===== src/rtl/rank_filter_3x3.sv =====
// -----------------------------------------------------------------------------
// rank_filter_3x3
//   3x3 rank-order filter with selectable median / min / max / centre bypass.
//   The window is registered on input. Three compute stages follow:
//     stage 1 : sort each row into max / mid / min
//     stage 2 : max-of-mins, mid-of-mids, min-of-maxes (median candidates),
//               plus min-of-mins and max-of-maxes (window extremes)
//     stage 3 : median of the three candidates and selection by mode
//   A window sampled on edge N appears on target_data with out_valid after
//   edge N+3. Valid tag, mode, centre pixel and sync sidebands travel with it.
//   A new window can be accepted every cycle. There is no stall.
//
// Optional build macro: RANK_FILTER_ADAPTIVE_EN
//   When it is defined, median mode is impulse-adaptive. The output is the
//   median only when the centre pixel equals the window min or max. Otherwise
//   the output is the centre pixel. The macro does not change latency.
//
// Ports
//   clk                 : rising-edge clock
//   rst_n               : synchronous active-low reset
//   data11..data33      : 3x3 window, row-major; data22 is the centre pixel
//   in_valid            : window valid this cycle
//   mode                : 00 median, 01 min, 10 max, 11 centre bypass
//   in_hsync, in_vsync  : sync sidebands, delayed unconditionally
//   target_data         : filtered pixel; holds its value while out_valid=0
//   out_valid           : target_data valid
//   out_hsync, out_vsync: sidebands delayed to match target_data
// -----------------------------------------------------------------------------
module rank_filter_3x3 #(
  parameter int unsigned DATA_W = 8
) (
  input  logic              clk,
  input  logic              rst_n,
  input  logic [DATA_W-1:0] data11,
  input  logic [DATA_W-1:0] data12,
  input  logic [DATA_W-1:0] data13,
  input  logic [DATA_W-1:0] data21,
  input  logic [DATA_W-1:0] data22,
  input  logic [DATA_W-1:0] data23,
  input  logic [DATA_W-1:0] data31,
  input  logic [DATA_W-1:0] data32,
  input  logic [DATA_W-1:0] data33,
  input  logic              in_valid,
  input  logic [1:0]        mode,
  input  logic              in_hsync,
  input  logic              in_vsync,
  output logic [DATA_W-1:0] target_data,
  output logic              out_valid,
  output logic              out_hsync,
  output logic              out_vsync
);

  typedef enum logic [1:0] {
    MODE_MEDIAN = 2'b00,
    MODE_MIN    = 2'b01,
    MODE_MAX    = 2'b10,
    MODE_BYPASS = 2'b11
  } mode_t;

  // ---------------------------------------------------------------------------
  // Unsigned compare helpers
  // ---------------------------------------------------------------------------
  function automatic logic [DATA_W-1:0] max2(input logic [DATA_W-1:0] a,
                                             input logic [DATA_W-1:0] b);
    return (a > b) ? a : b;
  endfunction

  function automatic logic [DATA_W-1:0] min2(input logic [DATA_W-1:0] a,
                                             input logic [DATA_W-1:0] b);
    return (a < b) ? a : b;
  endfunction

  function automatic logic [DATA_W-1:0] max3(input logic [DATA_W-1:0] a,
                                             input logic [DATA_W-1:0] b,
                                             input logic [DATA_W-1:0] c);
    return max2(max2(a, b), c);
  endfunction

  function automatic logic [DATA_W-1:0] min3(input logic [DATA_W-1:0] a,
                                             input logic [DATA_W-1:0] b,
                                             input logic [DATA_W-1:0] c);
    return min2(min2(a, b), c);
  endfunction

  // Middle of three: the larger of min(a,b) and min(max(a,b),c)
  function automatic logic [DATA_W-1:0] mid3(input logic [DATA_W-1:0] a,
                                             input logic [DATA_W-1:0] b,
                                             input logic [DATA_W-1:0] c);
    return max2(min2(a, b), min2(max2(a, b), c));
  endfunction

  // ---------------------------------------------------------------------------
  // Input capture
  // ---------------------------------------------------------------------------
  logic [DATA_W-1:0] w_in [9];
  logic [DATA_W-1:0] r0_win [9];
  logic              r0_valid;
  mode_t             r0_mode;
  logic              r0_hs;
  logic              r0_vs;

  always_comb begin
    w_in[0] = data11;
    w_in[1] = data12;
    w_in[2] = data13;
    w_in[3] = data21;
    w_in[4] = data22;
    w_in[5] = data23;
    w_in[6] = data31;
    w_in[7] = data32;
    w_in[8] = data33;
  end

  always_ff @(posedge clk) begin
    if (!rst_n) begin
      r0_valid <= 1'b0;
      r0_mode  <= MODE_MEDIAN;
      r0_hs    <= 1'b0;
      r0_vs    <= 1'b0;
    end else begin
      r0_valid <= in_valid;
      r0_mode  <= mode_t'(mode);
      r0_hs    <= in_hsync;
      r0_vs    <= in_vsync;
      for (int unsigned i = 0; i < 9; i++) begin
        r0_win[i] <= w_in[i];
      end
    end
  end

  // ---------------------------------------------------------------------------
  // Stage 1: per-row sort
  // ---------------------------------------------------------------------------
  logic [DATA_W-1:0] w_row_max [3];
  logic [DATA_W-1:0] w_row_mid [3];
  logic [DATA_W-1:0] w_row_min [3];
  logic [DATA_W-1:0] r1_max [3];
  logic [DATA_W-1:0] r1_mid [3];
  logic [DATA_W-1:0] r1_min [3];
  logic [DATA_W-1:0] r1_centre;
  logic              r1_valid;
  mode_t             r1_mode;
  logic              r1_hs;
  logic              r1_vs;

  always_comb begin
    for (int unsigned r = 0; r < 3; r++) begin
      w_row_max[r] = max3(r0_win[3*r], r0_win[3*r+1], r0_win[3*r+2]);
      w_row_mid[r] = mid3(r0_win[3*r], r0_win[3*r+1], r0_win[3*r+2]);
      w_row_min[r] = min3(r0_win[3*r], r0_win[3*r+1], r0_win[3*r+2]);
    end
  end

  always_ff @(posedge clk) begin
    if (!rst_n) begin
      r1_valid <= 1'b0;
      r1_mode  <= MODE_MEDIAN;
      r1_hs    <= 1'b0;
      r1_vs    <= 1'b0;
    end else begin
      r1_valid  <= r0_valid;
      r1_mode   <= r0_mode;
      r1_hs     <= r0_hs;
      r1_vs     <= r0_vs;
      r1_centre <= r0_win[4];
      for (int unsigned r = 0; r < 3; r++) begin
        r1_max[r] <= w_row_max[r];
        r1_mid[r] <= w_row_mid[r];
        r1_min[r] <= w_row_min[r];
      end
    end
  end

  // ---------------------------------------------------------------------------
  // Stage 2: median candidates and window extremes
  // ---------------------------------------------------------------------------
  logic [DATA_W-1:0] r2_max_of_mins;
  logic [DATA_W-1:0] r2_mid_of_mids;
  logic [DATA_W-1:0] r2_min_of_maxes;
  logic [DATA_W-1:0] r2_min_of_mins;
  logic [DATA_W-1:0] r2_max_of_maxes;
  logic [DATA_W-1:0] r2_centre;
  logic              r2_valid;
  mode_t             r2_mode;
  logic              r2_hs;
  logic              r2_vs;

  always_ff @(posedge clk) begin
    if (!rst_n) begin
      r2_valid <= 1'b0;
      r2_mode  <= MODE_MEDIAN;
      r2_hs    <= 1'b0;
      r2_vs    <= 1'b0;
    end else begin
      r2_valid        <= r1_valid;
      r2_mode         <= r1_mode;
      r2_hs           <= r1_hs;
      r2_vs           <= r1_vs;
      r2_centre       <= r1_centre;
      r2_max_of_mins  <= max3(r1_min[0], r1_min[1], r1_min[2]);
      r2_mid_of_mids  <= mid3(r1_mid[0], r1_mid[1], r1_mid[2]);
      r2_min_of_maxes <= min3(r1_max[0], r1_max[1], r1_max[2]);
      r2_min_of_mins  <= min3(r1_min[0], r1_min[1], r1_min[2]);
      r2_max_of_maxes <= max3(r1_max[0], r1_max[1], r1_max[2]);
    end
  end

  // ---------------------------------------------------------------------------
  // Stage 3: final median and output selection
  // ---------------------------------------------------------------------------
  logic [DATA_W-1:0] w_median;
  logic [DATA_W-1:0] w_med_out;
  logic [DATA_W-1:0] w_sel;

  assign w_median = mid3(r2_max_of_mins, r2_mid_of_mids, r2_min_of_maxes);

`ifdef RANK_FILTER_ADAPTIVE_EN
  // Treat the centre as an impulse only when it is a window extreme.
  // Otherwise keep the centre so that detail is preserved.
  logic w_centre_extreme;
  assign w_centre_extreme = (r2_centre == r2_min_of_mins) ||
                            (r2_centre == r2_max_of_maxes);
  assign w_med_out = w_centre_extreme ? w_median : r2_centre;
`else
  assign w_med_out = w_median;
`endif

  always_comb begin
    w_sel = w_med_out;
    case (r2_mode)
      MODE_MEDIAN: w_sel = w_med_out;
      MODE_MIN:    w_sel = r2_min_of_mins;
      MODE_MAX:    w_sel = r2_max_of_maxes;
      MODE_BYPASS: w_sel = r2_centre;
      default:     w_sel = w_med_out;
    endcase
  end

  always_ff @(posedge clk) begin
    if (!rst_n) begin
      target_data <= '0;
      out_valid   <= 1'b0;
      out_hsync   <= 1'b0;
      out_vsync   <= 1'b0;
    end else begin
      out_valid <= r2_valid;
      out_hsync <= r2_hs;
      out_vsync <= r2_vs;
      if (r2_valid) begin
        target_data <= w_sel;
      end
    end
  end

endmodule


===== config.mk =====
export PLATFORM = sky130hd
export DESIGN_NAME = rank_filter_3x3
export DESIGN_NICKNAME = d
export VERILOG_FILES = /design/src/rtl/rank_filter_3x3.sv
export SDC_FILE = /design/constraint.sdc
export NUM_CORES = 1
export LEC_CHECK = 0
export ABC_AREA = 0
export CELL_PAD_IN_SITES_DETAIL_PLACEMENT = 1
export CELL_PAD_IN_SITES_GLOBAL_PLACEMENT = 2
export CORE_ASPECT_RATIO = 0.9
export CORE_UTILIZATION = 42
export DETAILED_ROUTE_END_ITERATION = 12
export GPL_TIMING_DRIVEN = 0
export PLACE_DENSITY = 0.9
export RECOVER_POWER = 25
export SLEW_MARGIN = 15
export SYNTH_ARGS = -nofsm -noshare
export SYNTH_HDL_FRONTEND = slang
export SYNTH_SLANG_ARGS = --single-unit

===== constraint.sdc =====
create_clock -name clk -period 5.8 [get_ports clk]
set_input_delay 1.74 -clock clk [delete_from_list [all_inputs] [get_ports clk]]
set_output_delay 1.74 -clock clk [all_outputs]
set_load 0.01 [all_outputs]

Word level (Yosys, flattened, before mapping)
Memory sizes are Yosys's and may differ from the RTL's.
Index checks and enable logic that the tools add are counted.
- output and inout bits: 11
- memory bits (writable): 144
- register bits: 82
- logic and storage cells: 101
- input port bits: 79
- memories: 4
- memory list (memory ; words ; width ; read ports ; clocked after memory_dff ; wr ports ; RTL line ; text):
    r0_win ; 9 ; 8 ; 9 ; 0 ; 9 ; 96 ; logic [DATA_W-1:0] r0_win [9];
    r1_max ; 3 ; 8 ; 3 ; 0 ; 3 ; 137 ; logic [DATA_W-1:0] r1_max [3];
    r1_mid ; 3 ; 8 ; 3 ; 0 ; 3 ; 138 ; logic [DATA_W-1:0] r1_mid [3];
    r1_min ; 3 ; 8 ; 3 ; 0 ; 3 ; 139 ; logic [DATA_W-1:0] r1_min [3];
- reductions and logical operators: 1
- order comparisons: 34
- equality and inequality tests: 3
- muxes and demuxes: 36
- operators with widths (operator ; count):
    8-bit 2-to-1 mux ; 34
    8-bit > comparator ; 17
    8-bit < comparator ; 17
    8-bit one-hot mux with 4 select lines ; 1
    2-bit equality test, second input constant ; 2
    2-bit by 1-bit equality test with 1-bit output, second input constant ; 1
    2-bit zero test ; 1
    1-bit 2-to-1 mux ; 1

Longest topological paths before layout
Gate-level depths: netlist (run 1).
- depth in word-level cells: 7
- gate-level depth with buffers: 25
- mapped depth without buffers: 23

Worst setup path before layout (run 1)
Ideal clock, no wire load.
- path kind: register -> register
- start: mem r1_mid[0][2]
- end: reg r2_mid_of_mids[0], data pin
- data required time: 5.515 ns
- cell stages (with the launch flop): 21
- arrival: 5.061 ns
- clock period less this slack: 5.346 ns
- path buffers: 1
- setup time: 0.285 ns
- slack: 0.454 ns
- cell sequence: edfxtp_1 > ha_1 > and3_1 > a221o_1 > a21oi_4 > nor2b_1 > buf_4 > mux2_4 > ha_1 > a21oi_1 > o21ai_0 > or4b_1 > o22ai_4 > mux2i_1 > ha_1 > a21o_1 > a21o_1 > a21oi_1 > o21ai_0 > o21ai_1 > mux2i_1
- RTL lines (what ; RTL line ; text):
    start: declaration ; 138 ;
    end signal: assignment ; 201 ; r2_mid_of_mids <= mid3(r1_mid[0], r1_mid[1], r1_mid[2]);
    end: declaration ; 178 ; logic [DATA_W-1:0] r2_mid_of_mids;

==> results of run 1 <==
cells by family after synthesis:
group / after synthesis
and+or+nand+nor: 212
adders and majority gates: 185
DFF: 226
AOI/OAI and AO/OA: 250
muxes: 222
buffers and inverters: 154
what timing repair did:
item,CTS,global route
gates resized for setup,22,17
buffers inserted,5,7
setup endpoints to repair,16,32
pin swaps,3,2
registers in the layout, indices dropped and copies added, names as in the netlist, 2 cells and up:
signal and count:
r2_mode 2, r1_mode 2, r1_min 24, r1_mid 24, r0_mode 2, r2_mid_of_mids 8, r2_centre 8, r2_min_of_mins 8
r2_min_of_maxes 8, r2_max_of_maxes 8, r1_max 24, r2_max_of_mins 8, target_data 8, r0_win 72, r1_centre 8
stage by stage:
stage | setup slack (ps) | setup TNS [ps] | cell area (µm²) | util
6_report | 153 | 0 | 17400 | 0.507
5_1_grt | -73.3 | -385 | 17400 | 0.507
4_1_cts | 19.1 | 0 | 17200 | 0.502
3_5_place_dp | -451 | -4070 | 16200 | 0.474
3_3_place_gp | -3480 | -776650 | 16200 | 0.473
2_1_floorplan | 454 | 0 | 14700 | -
worst min path at each step:
stage | end | start | slack [ps] | depth (start not counted)
final | r2_centre[3]$_DFFE_PP_ | r1_centre[3]$_DFFE_PP_ | 410 | 0
after global routing | r2_centre[3]$_DFFE_PP_ | r1_centre[3]$_DFFE_PP_ | 420 | 0
after CTS | r2_centre[0]$_DFFE_PP_ | r1_centre[0]$_DFFE_PP_ | 420 | 0
after detailed placement | r2_centre[5]$_DFFE_PP_ | r1_centre[5]$_DFFE_PP_ | 420 | 0
after global placement | r2_centre[3]$_DFFE_PP_ | r1_centre[3]$_DFFE_PP_ | 410 | 0
after floorplan | r2_centre[0]$_DFFE_PP_ | r1_centre[0]$_DFFE_PP_ | 400 | 0
Yosys cell counts (all sizes together), types with 25 or more instances:
master    n
edfxtp  200
a21o     51
inv     131
mux2    161
nand4    25
o21ai    52
nor2     28
ha      185
nand2    68
mux2i    61
dfxtp    26
a21oi    72
per-layer routing:
layer / global-route usage / part of all wire / vias to the layer above
met5: 0 / 0 / -
met4: 0.0647 / 0.029 / 0
met3: 0.0276 / 0.032 / 64
met2: 0.359 / 0.47 / 168
met1: 0.293 / 0.47 / 4968
li1: - / - / 4936
final cells by class:
type	instances	area share
clock buffer	32	0.0400
clock inverter	15	0.00771
buffer	22	0.00627
multi-input combinational	869	0.449
timing repair buffer	102	0.0592
inverter	131	0.0283
sequential	226	0.376
tap	462	0.0333
power groups by stage:
stage / registers (µW) / logic (µW) / clock network [µW]
detailed placement: 2490 / 4740 / 0
floorplan: 2360 / 3490 / 0
CTS: 2470 / 5180 / 1670
global placement: 2500 / 4530 / 0
global route: 2500 / 6060 / 1720
finish: 2470 / 5530 / 1620
worst max-delay path, delay by kind of cell (launching register included):
family	cells	cell delay, ps
compound gates	10	1820
fa+ha+maj	3	810
buf+inv	4	660
flops	1	470
mux	3	880
simple gates	3	840
==> impl_metrics.ini, run 1 <==
[timing]
maxSlewHeadroom = -0.738
fmax_ghz = 0.177
tightest_slew_ps = 2610
finalCriticalPeriod_ps = 5650
skew_ps = 29.1
fin_hold_ws_ps = 410
drv_slew = 100
hold_violations = 0
final-setup-viol-count = 0
fin_crit_sh = 0.974

[floorplan]
die_w_um = 199
die_h_um = 180
fp.coreArea_mm2 = 0.0343
pin_count = 90
start_util = 0.430
die_area_mm2 = 0.0358
rows = 64

[cells_and_area]
multiInputGateArea_mm2 = 0.00781
areaGrowthSynthToFinish_pct = 17.9
antenna_cells = 0
seqCellArea_mm2 = 0.00653
drive_above_1_share = 0.194
final_common_cell = edfxtp_1
nets = 1642
stdcell_count = 1859
final_cell_mix = edfxtp_1, ha_1, mux2_2, inv_1, dlygate4sd3_1
fillCellCount = 3657

[critical_path]
critPathMostFrequentCell = ha_1
cp_slowest_cell = or4b_4
required_ps = 6190
rr_worst_depth = 23
crit_path_end = r2_mid_of_mids[5]$_DFFE_PP_
startpoint_type = flip-flop
worstSetupPathType = reg -> reg
arrival_ps = 6030
endpoint_kind = flip-flop
cp_max_fo = 7
r2r-start = r1_mid[0][9]$_DFFE_PP_
cpPeakStageDelay_ps = 550
r2r_end = r2_mid_of_mids[5]$_DFFE_PP_
cp_cell_sequence = inv_1 -> ha_1 -> and3_1 -> a221o_1 -> a21oi_4 -> nor2b_1 -> buf_4 -> mux2_4 -> ha_1 -> a21oi_1 -> o21ai_1 -> or4b_4 -> o22ai_4 -> buf_12 -> mux2i_4 -> ha_1 -> a21o_1 -> a21o_1 -> a21oi_1 -> o21ai_1 -> o21ai_4 -> buf_4 -> mux2i_4
crit_start = r1_mid[0][9]$_DFFE_PP_
ff2ff_setup_slack_ps = 150

[synth]
avgSynthCellArea_um2 = 11.8
synthSimpleGateAreaFrac = 0.0745
synth.largest_area_cell = edfxtp_1
async_reset_ff_frac = 0
synthXorXnorAreaFrac = 0
synth_top_area_share = 0.408
seq_area_frac_synth = 0.443
synth_top_family_by_area = multiplexers
yosysWarnings = 0
syn_area_mm2 = 0.0147
syn_nets = 1513
yosys-mux-area-fraction = 0.167
ys_types = 60
synth_area_leaders = edfxtp_1, ha_1, mux2_2, mux2i_1, dfxtp_1
synth_compound_area_frac = 0.117
synth_edf_count = 200
synth-seq-cells = 226
synthAdderAreaFrac = 0.157
syn-instance-count = 1249
ys.flop_type = edfxtp_1

[job]
max-cap-violations = 1

[routing]
wl_per_cell_um = 20.3
antenna_left = 0
drt-total-wl_um = 37800
initialDrtViolationCount = 545
via_count = 10136
via_per_inst = 5.45
first_pass_iters = 5
drc = 0

[power_and_ir_drop]
cellLeakagePower_uw = 0.00742
internal_power_uw = 5660
power_frac_seq = 0.257
ir_drop_mv = 0.300
switchingPower_uw = 3960
combPwrFrac = 0.575
total_power_uw = 9620
switching_share = 0.411
powerDensity_mw_per_mm2 = 554
clkPwrFrac = 0.169

[grt]
antenna_found_initial = 0
grt_max_degree = 110
grt_pass1_wl_um = 60200
grt_pass1_vias = 11017
grt.total_usage = 0.216
globalRouteOverflowTotal = 0

[place]
placed_cells = 1801
gp_congestion = 0.851
portBuffers = 89
hpwl_um = 29200

[run_status]
violations = max-capacitance violations, max-slew violations
status = finished with violations

[clock_tree]
cts_buffer_depth = 3
clkSinkCount = 226
cts_tree = yes
htree_levels = 1
cts_hold_buf = 0
cts_buffers = 26
clkTransAtPathRegs_ps = 60
clk_latency_ps = 560
cts_root_buf = clkbuf_16

[worst_hold_path]
hold_class = reg -> reg
Note: power is estimated with default switching activity, not from simulation.
==> inputs of run 2 (changes only) <==
==> constraint.sdc (replaced) <==
create_clock -name clk -period 5.8 [get_ports clk]
set_input_delay 1.74 -clock clk [delete_from_list [all_inputs] [get_ports clk]]
set_output_delay 1.74 -clock clk [all_outputs]
set_load 0.1 [all_outputs]
==> results of run 2 <==
The final DEF is identical to that of run 1. Status: finished with violations: max-capacitance violations, max-slew violations.
Main changes from that run: total power 9620 µW -> 9650 µW
